<file path="config.mk">
export PLATFORM = sky130hd
export DESIGN_NAME = neuron_layer_ctrl
export DESIGN_NICKNAME = d
export VERILOG_FILES = /design/src/rtl/nn_pkg.sv /design/src/rtl/nn_mac.sv /design/src/rtl/neuron_layer_ctrl.sv
export SDC_FILE = /design/constraint.sdc
export NUM_CORES = 1
export LEC_CHECK = 0
export CAP_MARGIN = 25
export CORE_ASPECT_RATIO = 1.2
export CORE_MARGIN = 1
export CORE_UTILIZATION = 54
export CTS_CLUSTER_DIAMETER = 120
export DETAILED_ROUTE_END_ITERATION = 6
export PLACE_DENSITY_LB_ADDON = 0.15
export SETUP_SLACK_MARGIN = 0.05
export SLEW_MARGIN = 20
export SYNTH_ARGS = -nofsm -noshare
export SYNTH_HDL_FRONTEND = slang
export SYNTH_SLANG_ARGS = --single-unit
export TNS_END_PERCENT = 30
</file>
<file path="constraint.sdc">
create_clock -name clk -period 6.2 [get_ports clk]
set_clock_uncertainty 0.1 [all_clocks]
set_input_delay 0.62 -clock clk [delete_from_list [all_inputs] [get_ports clk]]
set_output_delay 0.62 -clock clk [all_outputs]
set_load 0.03 [all_outputs]
</file>
<file path="src/rtl/nn_pkg.sv">
// Shared types and helpers for the neuron layer controller.
package nn_pkg;

   typedef enum logic [2:0] {
      S_IDLE,
      S_MAC,
      S_DRAIN,
      S_BIAS,
      S_ACT,
      S_OUT
   } state_e;

   function automatic logic signed [63:0] sat_to(
      input logic signed [63:0] v,
      input int                 w
   );
      logic signed [63:0] hi;
      logic signed [63:0] lo;
      hi = (64'sd1 <<< (w - 1)) - 64'sd1;
      lo = -hi - 64'sd1;
      if (v > hi)      sat_to = hi;
      else if (v < lo) sat_to = lo;
      else             sat_to = v;
   endfunction

endpackage

</file>
<file path="src/rtl/nn_mac.sv">
// Signed multiply-accumulate with synchronous clear; wraps modulo 2^ACC_W.
module nn_mac #(
   parameter int DATA_W = 8,
   parameter int ACC_W  = 24
) (
   input  logic                     clk,
   input  logic                     rst_n,
   input  logic                     clear,
   input  logic                     en,
   input  logic signed [DATA_W-1:0] a,
   input  logic signed [DATA_W-1:0] b,
   output logic signed [ACC_W-1:0]  acc
);

   logic signed [2*DATA_W-1:0] prod;
   logic signed [ACC_W-1:0]    acc_q;
   logic signed [ACC_W-1:0]    acc_d;

   assign prod = a * b;

   always_comb begin
      acc_d = acc_q;
      if (clear)   acc_d = '0;
      else if (en) acc_d = acc_q + ACC_W'(prod);
   end

   always_ff @(posedge clk) begin
      if (!rst_n) acc_q <= '0;
      else        acc_q <= acc_d;
   end

   assign acc = acc_q;

endmodule

</file>
<file path="src/rtl/neuron_layer_ctrl.sv">
// Sequences one dense layer: MAC over inputs, bias, activation, output handshake.
module neuron_layer_ctrl
   import nn_pkg::*;
#(
   parameter int DATA_W   = 8,
   parameter int N_IN     = 4,
   parameter int N_NEURON = 3,
   parameter int ACC_W    = 2*DATA_W+8,
   parameter int OUT_W    = DATA_W+8,
   localparam int XW = (N_IN > 1) ? $clog2(N_IN) : 1,
   localparam int WW = (N_IN*N_NEURON > 1) ? $clog2(N_IN*N_NEURON) : 1,
   localparam int NW = (N_NEURON > 1) ? $clog2(N_NEURON) : 1
) (
   input  logic                     clk,
   input  logic                     rst_n,
   input  logic                     start,
   input  logic                     relu_en,
   output logic [XW-1:0]            x_addr,
   output logic [WW-1:0]            w_addr,
   output logic                     rd_en,
   input  logic signed [DATA_W-1:0] x_data,
   input  logic signed [DATA_W-1:0] w_data,
   output logic [NW-1:0]            b_addr,
   input  logic signed [DATA_W-1:0] bias_data,
   output logic signed [OUT_W-1:0]  out_data,
   output logic [NW-1:0]            out_idx,
   output logic                     out_valid,
   input  logic                     out_ready,
   output logic                     busy,
   output logic                     done
);

   state_e                  state_q, state_d;
   logic [XW-1:0]           in_q, in_d;
   logic [NW-1:0]           neu_q, neu_d;
   logic                    relu_q, relu_d;
   logic                    rv_q;
   logic signed [OUT_W-1:0] out_q, out_d;
   logic [NW-1:0]           oidx_q, oidx_d;
   logic                    ov_q, ov_d;
   logic                    done_q, done_d;

   logic                    clr;
   logic                    bias_add;
   logic                    mac_en;
   logic signed [DATA_W-1:0] mac_a;
   logic signed [DATA_W-1:0] mac_b;
   logic signed [ACC_W-1:0]  acc;
   logic signed [63:0]       acc_x;
   logic signed [63:0]       act_v;
   logic signed [63:0]       sat_v;
   int                       w_lin;

   // Bias rides through the multiplier as bias*1.
   assign mac_en = rv_q | bias_add;
   assign mac_a  = bias_add ? bias_data : x_data;
   assign mac_b  = bias_add ? DATA_W'(1) : w_data;

   nn_mac #(
      .DATA_W (DATA_W),
      .ACC_W  (ACC_W)
   ) u_mac (
      .clk   (clk),
      .rst_n (rst_n),
      .clear (clr),
      .en    (mac_en),
      .a     (mac_a),
      .b     (mac_b),
      .acc   (acc)
   );

   assign acc_x = {{(64-ACC_W){acc[ACC_W-1]}}, acc};
   assign act_v = (relu_q && acc_x < 0) ? 64'sd0 : acc_x;
   assign sat_v = sat_to(act_v, OUT_W);

   always_comb begin
      w_lin  = int'(neu_q) * N_IN + int'(in_q);
      w_addr = WW'(w_lin);
   end

   always_comb begin
      state_d  = state_q;
      in_d     = in_q;
      neu_d    = neu_q;
      relu_d   = relu_q;
      out_d    = out_q;
      oidx_d   = oidx_q;
      ov_d     = ov_q;
      done_d   = 1'b0;
      clr      = 1'b0;
      bias_add = 1'b0;
      unique case (state_q)
         S_IDLE: begin
            if (start) begin
               clr     = 1'b1;
               in_d    = '0;
               neu_d   = '0;
               relu_d  = relu_en;
               state_d = S_MAC;
            end
         end
         S_MAC: begin
            in_d = in_q + XW'(1);
            if (in_q == XW'(N_IN-1)) state_d = S_DRAIN;
         end
         S_DRAIN: state_d = S_BIAS;
         S_BIAS: begin
            bias_add = 1'b1;
            state_d  = S_ACT;
         end
         S_ACT: begin
            out_d   = sat_v[OUT_W-1:0];
            oidx_d  = neu_q;
            ov_d    = 1'b1;
            state_d = S_OUT;
         end
         S_OUT: begin
            if (out_ready) begin
               ov_d = 1'b0;
               if (neu_q == NW'(N_NEURON-1)) begin
                  done_d  = 1'b1;
                  state_d = S_IDLE;
               end else begin
                  neu_d   = neu_q + NW'(1);
                  in_d    = '0;
                  clr     = 1'b1;
                  state_d = S_MAC;
               end
            end
         end
         default: state_d = S_IDLE;
      endcase
   end

   always_ff @(posedge clk) begin
      if (!rst_n) begin
         state_q <= S_IDLE;
         in_q    <= '0;
         neu_q   <= '0;
         relu_q  <= 1'b0;
         rv_q    <= 1'b0;
         out_q   <= '0;
         oidx_q  <= '0;
         ov_q    <= 1'b0;
         done_q  <= 1'b0;
      end else begin
         state_q <= state_d;
         in_q    <= in_d;
         neu_q   <= neu_d;
         relu_q  <= relu_d;
         rv_q    <= (state_q == S_MAC);
         out_q   <= out_d;
         oidx_q  <= oidx_d;
         ov_q    <= ov_d;
         done_q  <= done_d;
      end
   end

   assign rd_en     = (state_q == S_MAC);
   assign x_addr    = in_q;
   assign b_addr    = neu_q;
   assign out_data  = out_q;
   assign out_idx   = oidx_q;
   assign out_valid = ov_q;
   assign busy      = (state_q != S_IDLE);
   assign done      = done_q;

endmodule

</file>
==> results of run 1 <==
## worst max-delay path by stage
stage / startpoint / end / slack [ns] / cells after the start
after detailed placement: w_data[0] / u_mac.acc[23] / -0.10 / 18
after global routing: w_data[1] / u_mac.acc[20] / 0.07 / 20
after floorplan: state_q[0] / u_mac.acc[22] / 0.18 / 18
after global placement: w_data[0] / u_mac.acc[23] / -0.07 / 18
after CTS: w_data[0] / u_mac.acc[23] / 0.17 / 18
final: w_data[1] / u_mac.acc[20] / 0.32 / 20
## cell families after synthesis
logic type,count (synthesis),synth area share [%]
compound gates,129,12.3
xor+xnor,21,3.06
fa+ha+maj,160,43.0
buf+inv,147,8.98
flops,53,16.4
mux,8,1.26
simple gates,192,15.0
## through the flow
stage	std cells	hold WS, ns
2_1_floorplan	710	0.334
3_3_place_gp	925	0.357
3_5_place_dp	925	0.363
4_1_cts	933	0.368
5_1_grt	933	0.394
6_report	933	0.374
## what timing repair did
action / in CTS / in global routing
hold buffers: 0 / 0
endpoints found under the setup margin: 0 / 5
hold endpoints to repair: 0 / 0
resized for setup: 0 / 4
## worst min-delay path: cells and delay by family, from the launching register on
family             cells  cell delay, ns
AOI/OAI and AO/OA      1            0.06
DFF                    1            0.31
and+or+nand+nor        1            0.05
## sequential cells by signal, summed over array words and instances (netlist names)
signal     cells
relu_q         1
out_data      16
state_q        3
rv_q           1
u_mac.acc     24
x_addr         2
done           1
out_valid      1
b_addr         2
out_idx        2
## placed cells by master (no fill, tap or decap), drive strengths merged, types with 29 or more instances in the layout
cell type and n:
inv 117, and3 38, o21ai 29, clkdlybuf4s50 56, nand2 65, ha 56, a21oi 52, buf 30
fa 104, dfxtp 53
## layer usage
metal	global-route usage, %	routed length (µm)	up-vias
li1	-	-	2447
met2	46.2	7500	90
met5	0	0	-
met1	31.6	6120	2487
met4	6.70	342	0
met3	2.93	349	23
## power by group
group	leakage (µW)	internal (µW)	switching [µW]
clock network	0.0000641	150	115
registers	0.000429	383	66.8
logic	0.00310	1610	1930
## area by class of cell
| type | count | area (µm²) | area share, % |
|---|---|---|---|
| clock buffers | 7 | 133 | 1.77 |
| clock inverters | 1 | 7.51 | 0.100 |
| inverters | 117 | 439 | 5.85 |
| multi-input cells | 510 | 4840 | 64.4 |
| flip-flops and latches | 53 | 1060 | 14.1 |
| well taps | 157 | 196 | 2.62 |
| repair buffers | 88 | 836 | 11.1 |
==> summary.txt, run 1 <==
Outcome
  – Status: finished, final reports clean

Placed design
  – DP Wirelength: 12000 µm
  – Setup WS pre-CTS: -0.102 ns
  – IO buf count: 58
  – Placed inst area: 7360 µm²
  – RD Place Congestion: 0.894

Synthesis
  – Synthesized instance count: 710
  – Area share of the largest cell type after synthesis: 32.2%
  – Syn Area/Cell: 9.11 µm²
  – Top_reg_cell synth: dfxtp_1
  – Commonest cells post-synth: inv_1 (117), fa_1 (104), nand2_1 (65)
  – Number of distinct library cells after synthesis: 56
  – Number of flops mapped to enable cells by yosys: 0
  – Sequential fraction of the synthesis area: 16.4%
  – Async set-reset flop share out of synthesis: 0%
  – Yosys Warn Count: 0
  – Syn_nets: 899
  – Synth area leaders: fa_1 (32%), dfxtp_1 (16%), ha_1 (11%), inv_1 (6.8%), a21oi_1 (3.9%)
  – Top cell type by total area after synthesis: fa_1
  – Yosys reg bits: 53
  – Most frequent cell after synthesis: inv_1
  – Post-Syn Area: 6470 µm²

STA
  – Setup violators final: 0
  – Rel. slew slack: 32.8%
  – Worst slew pin tran: 1.01 ns
  – Pins Over Slew Limit: 0
  – Final setup margin: 0.318 ns
  – Final Critical Period: 5.88 ns
  – Max Fclk: 170 MHz
  – Setup TNS: 0 ns
  – Final Hold Violating Endpoints: 0
  – Final Cycle Share: 94.9%
  – RSZ-0062 raised after global routing: false

Power and ir drop
  – Total Power: 4250 µW
  – Peak VDD IR: 634 µV
  – P per Cell Area: 566 nW/µm²
  – Static Leak: 0.00359 µW

Clock tree
  – Root buf cell: clkbuf_16
  – CTS H-tree lvls: 2
  – Postcts setup bufs: 0
  – CTS tree: done
  – CTS Buf Count: 5
  – Longest Clk Path Bufs: 2
  – Clock Latency Late Sink: 0.29 ns
  – Reg clk slew, reported paths: 0.06 ns
  – CTS sink count: 53

Worst hold path
  – Hold Crit Start: u_mac.acc[6]
  – Worst Hold Class: reg -> reg
  – Min-Delay Endpoint: out_data[6]
  – Hold Path Stages: 2

Floorplanning
  – Die width: 102 µm
  – IO Count: 59
  – Core ar.: 11600 µm²
  – Die height: 122 µm
  – Initial core utilization: 55.7%
  – # rows: 43
  – Die area: 12400 µm²

Worst setup path
  – Worst EP required: 6.23 ns
  – Startpoint class of the critical path: input pin
  – Worst Path Arrival: 5.91 ns
  – Critical-path cell list: clkdlybuf4s50_1 > and2_1 > nand2_1 > fa_1 > inv_1 > fa_1 > ha_1 > inv_1 > fa_1 > inv_1 > ha_1 > ha_1 > fa_1 > a21oi_1 > o21ai_1 > a211o_1 > a41oi_2 > o21ba_1 > xor2_1 > a211oi_1
  – Slowest Stage Delay on Critical Path: 0.57 ns
  – RR Endpoint: u_mac.acc[23]
  – Crit-path most repeated cell: fa_1
  – Critical path's top delay family: adder cells
  – Slowest-stage cell, CP: clkdlybuf4s50_1
  – Crit path capture type: flip-flop
  – Max FO, Critical Path: 6
  – R2r setup slk: 0.43 ns
  – Worst setup path category: in -> reg
  – R2R Path Start: state_q[2]
  – CP Buf/Inv Count: 4
  – Worst Reg-to-Reg Cells: 18

Detailed routing
  – Post-Route WL: 14300 µm
  – DRC viols: 0
  – Routed Antenna Nets: 0
  – Wirelength per Cell: 15.3 µm
  – Vias per cell: 5.41
  – Vias: 5047
  – Pre-Repair DR Iteration Count: 4
  – 1st-iter DRT viols: 216

Layout
  – Ant. Diodes: 0
  – Final #Nets: 964
  – Layout area overhead: 16.1%
  – Fin area: 7510 µm²
  – Share of layout cells above drive strength 1: 5.93%
  – Final core utilization: 64.6%
  – # fillers: 998

GRT
  – Antenna violations before repair: 0
  – Vias in the first global route: 5321
  – Gr ovfl total: 0
  – Largest net degree at the start of global routing: 54
  – Tot GR Track Use: 25.4%
  – Global-route wire length before repair: 24500 µm

Run
  – Max-Cap Viols: 0
Note: power is estimated with default switching activity, not from simulation.
==> inputs of run 2 (changes only) <==
Settings changed: GPL_ROUTABILITY_DRIVEN set to 1, SETUP_SLACK_MARGIN 0.05 to not set.
==> results of run 2 <==
No change in the layout: final DEF, timing and power equal those of run 1.
==> inputs of run 3 (changes only) <==
Settings changed: CORE_UTILIZATION 54 to 59, DONT_BUFFER_PORTS set to 1.
==> summary.txt, run 3 (synthesis results as in run 1) <==
Floorplanning
  – Die width: 97.6 µm (-4.2%)
  – IO Count: 59 (unchanged)
  – Die height: 117 µm (-4.3%)
  – Initial core utilization: 61.2% (+5.5 points)
  – Core ar.: 10600 µm² (-9.1%)
  – # rows: 41 (-4.7%)
  – Die area: 11400 µm² (-8.3%)

Clock tree
  – Root buf cell: clkbuf_16
  – Longest Clk Path Bufs: 2 (unchanged)
  – CTS H-tree lvls: 2 (unchanged)
  – Cts repair resizes: 0 (unchanged)
  – Reg clk slew, reported paths: 0.07 ns (about the same)
  – CTS Buf Count: 5 (unchanged)
  – Postcts setup bufs: 0 (unchanged)
  – CTS sink count: 53 (unchanged)
  – Hold Buf Count CTS: 0 (unchanged)
  – Clock Latency Late Sink: 0.29 ns (about the same)
  – CTS tree: done

Worst setup path
  – Crit path capture type: flip-flop
  – Startpoint class of the critical path: flip-flop
  – CP Buf/Inv Count: 4 (unchanged)
  – Worst Path Arrival: 5.95 ns (+0.04 ns)
  – Slowest Stage Delay on Critical Path: 0.56 ns (about the same)
  – Crit path launch: state_q[2]
  – Critical path's top delay family: adder cells
  – Slowest-stage cell, CP: fa_1
  – Critical-path cell list: nand3b_1 > buf_12 > and3_1 > a21o_1 > buf_4 > fa_1 > fa_1 > inv_1 > fa_1 > fa_1 > inv_1 > ha_1 > ha_1 > a21o_1 > a21o_1 > a221o_1 > a41oi_2 > nor3_1 > or3_1
  – Worst EP required: 6.27 ns (+0.04 ns)
  – Crit-path most repeated cell: fa_1
  – Worst setup path category: reg -> reg
  – Max FO, Critical Path: 54 (+48)
  – R2R Path Start: state_q[2]

Power and ir drop
  – Total Power: 4090 µW (-3.8%)
  – Static Leak: 0.00330 µW (-8.1%)
  – Peak VDD IR: 414 µV (-35%)
  – P per Cell Area: 602 nW/µm² (+6.4%)

Layout
  – Final #Nets: 893 (-7.4%)
  – Most frequent cells in the layout: inv_1 (117), fa_1 (104), nand2_1 (65)
  – Max reg flops: 24 (unchanged)
  – Ant. Diodes: 0 (unchanged)
  – # fillers: 902 (-9.6%)
  – Final core utilization: 64.2% (-0.41 points)
  – Layout area overhead: 4.91%
  – Share of layout cells above drive strength 1: 4.82% (-1.1 points)
  – Leading cell type in the layout, fill and taps excluded: inv_1

STA
  – Setup TNS: 0 ns (unchanged)
  – RSZ-0062 raised after global routing: false
  – Rel. slew slack: 53.6% (+21 points)
  – Minimum hold slack: 0.348 ns (-0.0256 ns)
  – Max Fclk: 170 MHz (about the same)
  – Final Critical Period: 5.88 ns (-0.00516 ns)
  – Final Hold Violating Endpoints: 0 (unchanged)
  – Worst slew pin tran: 0.695 ns (-0.311 ns)
  – Final setup margin: 0.323 ns (+0.00516 ns)
  – Setup violators final: 0 (unchanged)
  – Pins Over Slew Limit: 0 (unchanged)
  – Final Cycle Share: 94.8% (about the same)

Detailed routing
  – Pre-Repair DR Iteration Count: 4 (unchanged)
  – Routed Antenna Nets: 0 (unchanged)
  – DRC viols: 0 (unchanged)
  – Post-Route WL: 14000 µm (-2.1%)
  – 1st-iter DRT viols: 210 (-2.8%)
  – Wirelength per Cell: 16.8 µm (+9.5%)
  – Vias: 4915 (-2.6%)
  – Vias per cell: 5.89 (+8.9%)

GRT
  – Global-route wire length before repair: 24300 µm (-1.0%)
  – Gr ovfl total: 0 (unchanged)
  – Tot GR Track Use: 26.7% (+1.3 points)
  – Largest net degree at the start of global routing: 55 (+1.9%)
  – Antenna violations before repair: 0 (unchanged)
  – Vias in the first global route: 5119 (-3.8%)

Placed design
  – IO buf count: 0 (-100%)
  – RD Place Congestion: 0.931 (+4.2%)
  – DP Wirelength: 11600 µm (-2.9%)
  – Setup WS pre-CTS: 0.364 ns (+0.466 ns)

Outcome
  – Status: finished, final reports clean

Worst hold path
  – Hold Crit Start: rst_n
  – Worst Hold Class: in -> reg

Run
  – Max-Cap Viols: 0 (unchanged)
-- run 3: metal layers --
layer | routed length [µm] | global-route usage (%)
met2 | 7590 | 52.0
met1 | 5690 | 31.8
met5 | 0 | 0
met4 | 186 | 4.61
met3 | 543 | 3.71
-- run 3: stage by stage --
| step | instance area [µm²] | std cells |
|---|---|---|
| 2_1_floorplan | 6470 | 710 |
| 3_3_place_gp | 6630 | 826 |
| 3_5_place_dp | 6630 | 826 |
| 4_1_cts | 6780 | 834 |
| 5_1_grt | 6790 | 834 |
| 6_report | 6790 | 834 |
-- run 3: worst paths after layout --
path                   end  slack, ns  cells after the start
max reg2reg  u_mac.acc[22]       0.32                     19
min reg2reg    out_data[6]       0.36                      2
min                   done       0.35                      2
max          u_mac.acc[22]       0.32                     19
-- run 3: layout make-up --
cell class                 instances  area [µm²]  share of cell area, %
clock buffer                       5         125                   1.84
multi-input combinational        510        4830                   71.2
timing repair buffer              17         140                   2.07
sequential                        53        1060                   15.6
tap                              129         161                   2.38
inverter                         117         439                   6.47
clock inverter                     3        25.0                  0.369
-- run 3: worst register-to-register path, delay by kind of cell, from the launching register on --
kind / cells / cell delay, ns
fa+ha+maj: 6 / 2.73
compound gates: 5 / 1.22
simple gates: 4 / 0.90
buf+inv: 4 / 0.51
flops: 1 / 0.31
-- run 3: power by group --
group / switching (µW) / internal, µW / total (µW)
combinational: 1880 / 1480 / 3350
sequential: 72.4 / 382 / 455
clock: 126 / 152 / 278
==> RTL change 1 (settings of run 1) <==
Re-encode `state_e` (6 states) as one-hot, 6 bits wide.
--- a/src/rtl/nn_pkg.sv
+++ b/src/rtl/nn_pkg.sv
@@ -1,13 +1,13 @@
 // Shared types and helpers for the neuron layer controller.
 package nn_pkg;
 
-   typedef enum logic [2:0] {
-      S_IDLE,
-      S_MAC,
-      S_DRAIN,
-      S_BIAS,
-      S_ACT,
-      S_OUT
+   typedef enum logic [5:0] {
+      S_IDLE  = 6'b000001,
+      S_MAC   = 6'b000010,
+      S_DRAIN = 6'b000100,
+      S_BIAS  = 6'b001000,
+      S_ACT   = 6'b010000,
+      S_OUT   = 6'b100000
    } state_e;
 
    function automatic logic signed [63:0] sat_to(
Behaviour: no difference found for any inputs over 4 cycles, from zero or initial values and one cycle with rst_n low; so few cycles prove little.
==> RTL change 1 against run 1 <==
Utilization grew 0.46 points. Setup slack gained 0.017 ns. Routed wire length grew 2.2%. Power shrank 32%. Final area grew 0.72%. Sequential cell count grew 3. Via count grew 0.14%. Synthesized area shrank 0.15%. Maximum frequency grew 0.30%. Clock power grew 9.1%. Critical path type is now reg2reg. Highest routed layer unchanged.
==> RTL change 1: results (changes against run 1) <==
The wire length of the first global-routing pass came out at 24900 um (was 24500 um). The beginning of the critical path is state_q[4] (was w_data[1]). The standard cell area after detailed placement is 7290 sq um (was 7360 sq um). The worst-path cell with the longest stage delay is sky130_fd_sc_hd__fa_1 (was sky130_fd_sc_hd__clkdlybuf4s50_1). The overall fraction of global-route tracks in use is 25.5% (was 25.4%). The met2 wire length came out at 7520 um (was 7500 um). The startpoint of the worst hold path is u_mac.acc[5] (was u_mac.acc[6]). The routed length on met3 was 582 um (was 349 um).

Outcome: finished, final reports clean (unchanged). The average via count per standard cell came to 5.49 (was 5.41). The number of detailed-route iterations in the first pass came out at 5 (was 4). The synthesized-area fraction occupied by xor and xnor cells is 2.85% (was 3.06%).

The worst-case register-to-register setup slack was 0.34 ns (was 0.43 ns). The adder-cell share of the synthesized area is 43.1% (was 43.0%). The pin count of the biggest net entering global routing is 41 (was 54). The detail-routed net length per standard cell was 15.9 um (was 15.3 um). Top cells by area, synth: sky130_fd_sc_hd__fa_1 32%, sky130_fd_sc_hd__dfxtp_1 17%, sky130_fd_sc_hd__ha_1 11% (was sky130_fd_sc_hd__fa_1 32%, sky130_fd_sc_hd__dfxtp_1 16%, sky130_fd_sc_hd__ha_1 11%).

The wire length on met1 is 6180 um (was 6120 um). The average footprint of a synthesized cell is 9.22 sq um (was 9.11 sq um). The static leakage is 3.62 nW (was 3.59 nW). The area fraction in compound gates after synthesis came out at 10.8% (was 12.3%). The register area share after synthesis came out at 17.4% (was 16.4%).

The peak supply drop was 0.233 mV (was 0.634 mV). The multiplexer area fraction after synthesis is 1.09% (was 1.26%). The routed wire length came out at 14600 um (was 14300 um). The number of nets at the end of the flow is 952 (was 964). The final hold slack was 0.377 ns (was 0.374 ns). The ratio of cells with drive above 1 in the final layout is 8.64% (was 5.93%). The maximum clock rate came out at 171 MHz (was 170 MHz). The synthesized net count was 889 (was 899).

The setup slack after placement is 0.0363 ns (was -0.102 ns). The max-slew headroom at the worst pin is 47.9% (was 32.8%).
-- RTL change 1: where the power goes --
| group | leakage [nW] | switching, mW | internal [mW] |
|---|---|---|---|
| Clock | 0.0719 | 0.135 | 0.153 |
| Sequential | 0.453 | 0.0215 | 0.375 |
| Combinational | 3.10 | 1.23 | 0.992 |
-- RTL change 1: final timing paths --
| check | end | depth (start not counted) |
|---|---|---|
| worst max-delay path | u_mac.acc[13] | 21 |
| worst min-delay path | u_mac.acc[5] | 2 |
| worst min register to register | u_mac.acc[5] | 2 |
| worst max register to register | u_mac.acc[13] | 21 |
-- RTL change 1: worst register-to-register path, delay by kind of cell, from the launching register on --
kind / cells / cell delay [ns]
flip-flops: 1 / 0.38
AND/OR/NAND/NOR: 7 / 1.02
multiplexers: 1 / 0.20
AO/OA/AOI/OAI: 5 / 0.96
buffers and inverters: 2 / 0.22
adder cells (fa/ha/maj): 6 / 2.89
-- RTL change 1: cell families (layout without fill, tap and decap cells) --
| logic type | count (synthesis) | in the layout |
|---|---|---|
| simple gates | 223 | 223 |
| fa+ha+maj | 160 | 160 |
| buf+inv | 118 | 182 |
| compound gates | 115 | 115 |
| flops | 56 | 56 |
| xor+xnor | 21 | 21 |
| mux | 7 | 7 |
-- RTL change 1: routing by layer --
| metal | GRT usage, % | up-vias |
|---|---|---|
| li1 | - | 2431 |
| met1 | 31.3 | 2460 |
| met2 | 46.3 | 132 |
| met3 | 3.84 | 31 |
| met4 | 6.88 | 0 |
| met5 | 0 | - |
-- RTL change 1: layout make-up --
cell class	instances	area (sq um)
fillers	960	4060
flip-flops and latches	56	1120
clock buffers	5	125
inverters	91	345
multi-input cells	526	4930
well taps	157	196
repair buffers	83	810
clock inverters	3	27.5
==> RTL change 2 (config.mk and constraints of run 1) <==
Made on the original files. The parameter `N_NEURON` goes from 3 to 2.
--- a/src/rtl/neuron_layer_ctrl.sv
+++ b/src/rtl/neuron_layer_ctrl.sv
@@ -4,7 +4,7 @@
 #(
    parameter int DATA_W   = 8,
    parameter int N_IN     = 4,
-   parameter int N_NEURON = 3,
+   parameter int N_NEURON = 2,
    parameter int ACC_W    = 2*DATA_W+8,
    parameter int OUT_W    = DATA_W+8,
    localparam int XW = (N_IN > 1) ? $clog2(N_IN) : 1,
Ports: changed (resized b_addr, out_idx and w_addr); port bits go from 59 to 56. No check against the original RTL was run, so the function may have changed too.
==> RTL change 2 against run 1 <==
Synthesized area is 3.4% lower. Cell count is 2.5% lower. Setup slack worse by 0.045 ns. Largest power group unchanged. Utilization is 1.6 points higher. Highest routed layer unchanged. Final area is 1.8% lower. Sequential cell count is 2 lower. Routed wire length is 3.2% lower. Register-to-register slack worse by 0.10 ns. Power is 11% lower.
==> RTL change 2: results (changes against run 1) <==
The number of distinct library cell variants in the gate-level netlist after synthesis is 57 (was 56). The sequential share of cell area came out at 13.8% (was 14.1%). The synthesized-area fraction occupied by xor and xnor cells is 3.22% (was 3.06%). The overall fraction of global-route tracks in use is 25.4% (about the same). The wire length of the first global-routing pass is 24300 um (was 24500 um).

The detail-routed net length per standard cell is 15.2 um (was 15.3 um). The clock tree buffer count of the final layout came out at 6 (was 7). The number of DRC violations after detailed-routing iteration 0 was 201 (was 216).

The count of buffers from port buffering is 55 (was 58). The adder-cell share of the synthesized area came out at 44.3% (was 43.0%). Top cells by area, synth: sky130_fd_sc_hd__fa_1 33%, sky130_fd_sc_hd__dfxtp_1 16%, sky130_fd_sc_hd__ha_1 11% (was sky130_fd_sc_hd__fa_1 32%, sky130_fd_sc_hd__dfxtp_1 16%, sky130_fd_sc_hd__ha_1 11%).

The static leakage came out at 3.53 nW (was 3.59 nW). The weighted congestion reported at the end of routability-driven placement came to 0.859 (was 0.894). The area used by sequential logic in the layout came to 1020 sq um (was 1060 sq um).

The pin count of the biggest net entering global routing is 53 (was 54). The global routing usage on met3 was 2.15% (was 2.93%). The area fraction in compound gates after synthesis came to 11.9% (was 12.3%).

The number of nets at the end of the flow came out at 943 (was 964). The number of inserted filler cells in the final layout came out at 931 (was 998). The power attributed to combinational cells is 3.03 mW (was 3.53 mW). The switching power total is 1.80 mW (was 2.11 mW). The met1 track utilization from global routing came out at 34.1% (was 31.6%).

The standard cell area after detailed placement came out at 7180 sq um (was 7360 sq um). The multi-input gate share of the layout cell area is 63.8% (was 64.4%). The ratio of cells with drive above 1 in the final layout came out at 7.01% (was 5.93%). The share of final layout cell area taken by non-clock buffers was 11.4% (was 11.1%). The cell count after placement came out at 902 (was 925). The biggest fanout along the worst timing path is 16 (was 6).

The non-filler instance count after layout is 910 (was 933). The relative area of clock buffers and inverters in the final design is 2.56% (was 1.87%). The power drawn by the sequential cells is 0.402 mW (was 0.449 mW). The count of inverters other than clock inverters in the layout came out at 113 (was 117). The routed length on met3 was 384 um (was 349 um). The count of sequential standard cells came out at 51 (was 53).

The synthesized net count came out at 871 (was 899). The actual transition at the worst max-transition pin came out at 0.956 ns (was 1.01 ns). Outcome: finished, final reports clean (unchanged). The met2 track demand over resource is 45.1% (was 46.2%).
==> RTL change 2: cell types whose count changed in the layout (fill, tap and decap cells not counted), moves of 4 or more <==
| cell | delta |
|---|---|
| sky130_fd_sc_hd__inv_1 | -4 |
| sky130_fd_sc_hd__o21a_1 | -4 |
| sky130_fd_sc_hd__nor2b_1 | -5 |
| sky130_fd_sc_hd__a21o_1 | -4 |
| sky130_fd_sc_hd__nand2b_1 | -4 |
| sky130_fd_sc_hd__xnor2_1 | +6 |
| sky130_fd_sc_hd__nor2_1 | +9 |
| sky130_fd_sc_hd__o21ai_0 | -4 |
==> RTL change 2: worst paths after layout <==
path                 from  slack [ns]  depth (start not counted)             to
max             x_data[7]        0.27                         19  u_mac.acc[19]
min          u_mac.acc[1]        0.37                          2   u_mac.acc[1]
max reg2reg    state_q[0]        0.33                         21  u_mac.acc[19]
min reg2reg  u_mac.acc[1]        0.37                          2   u_mac.acc[1]
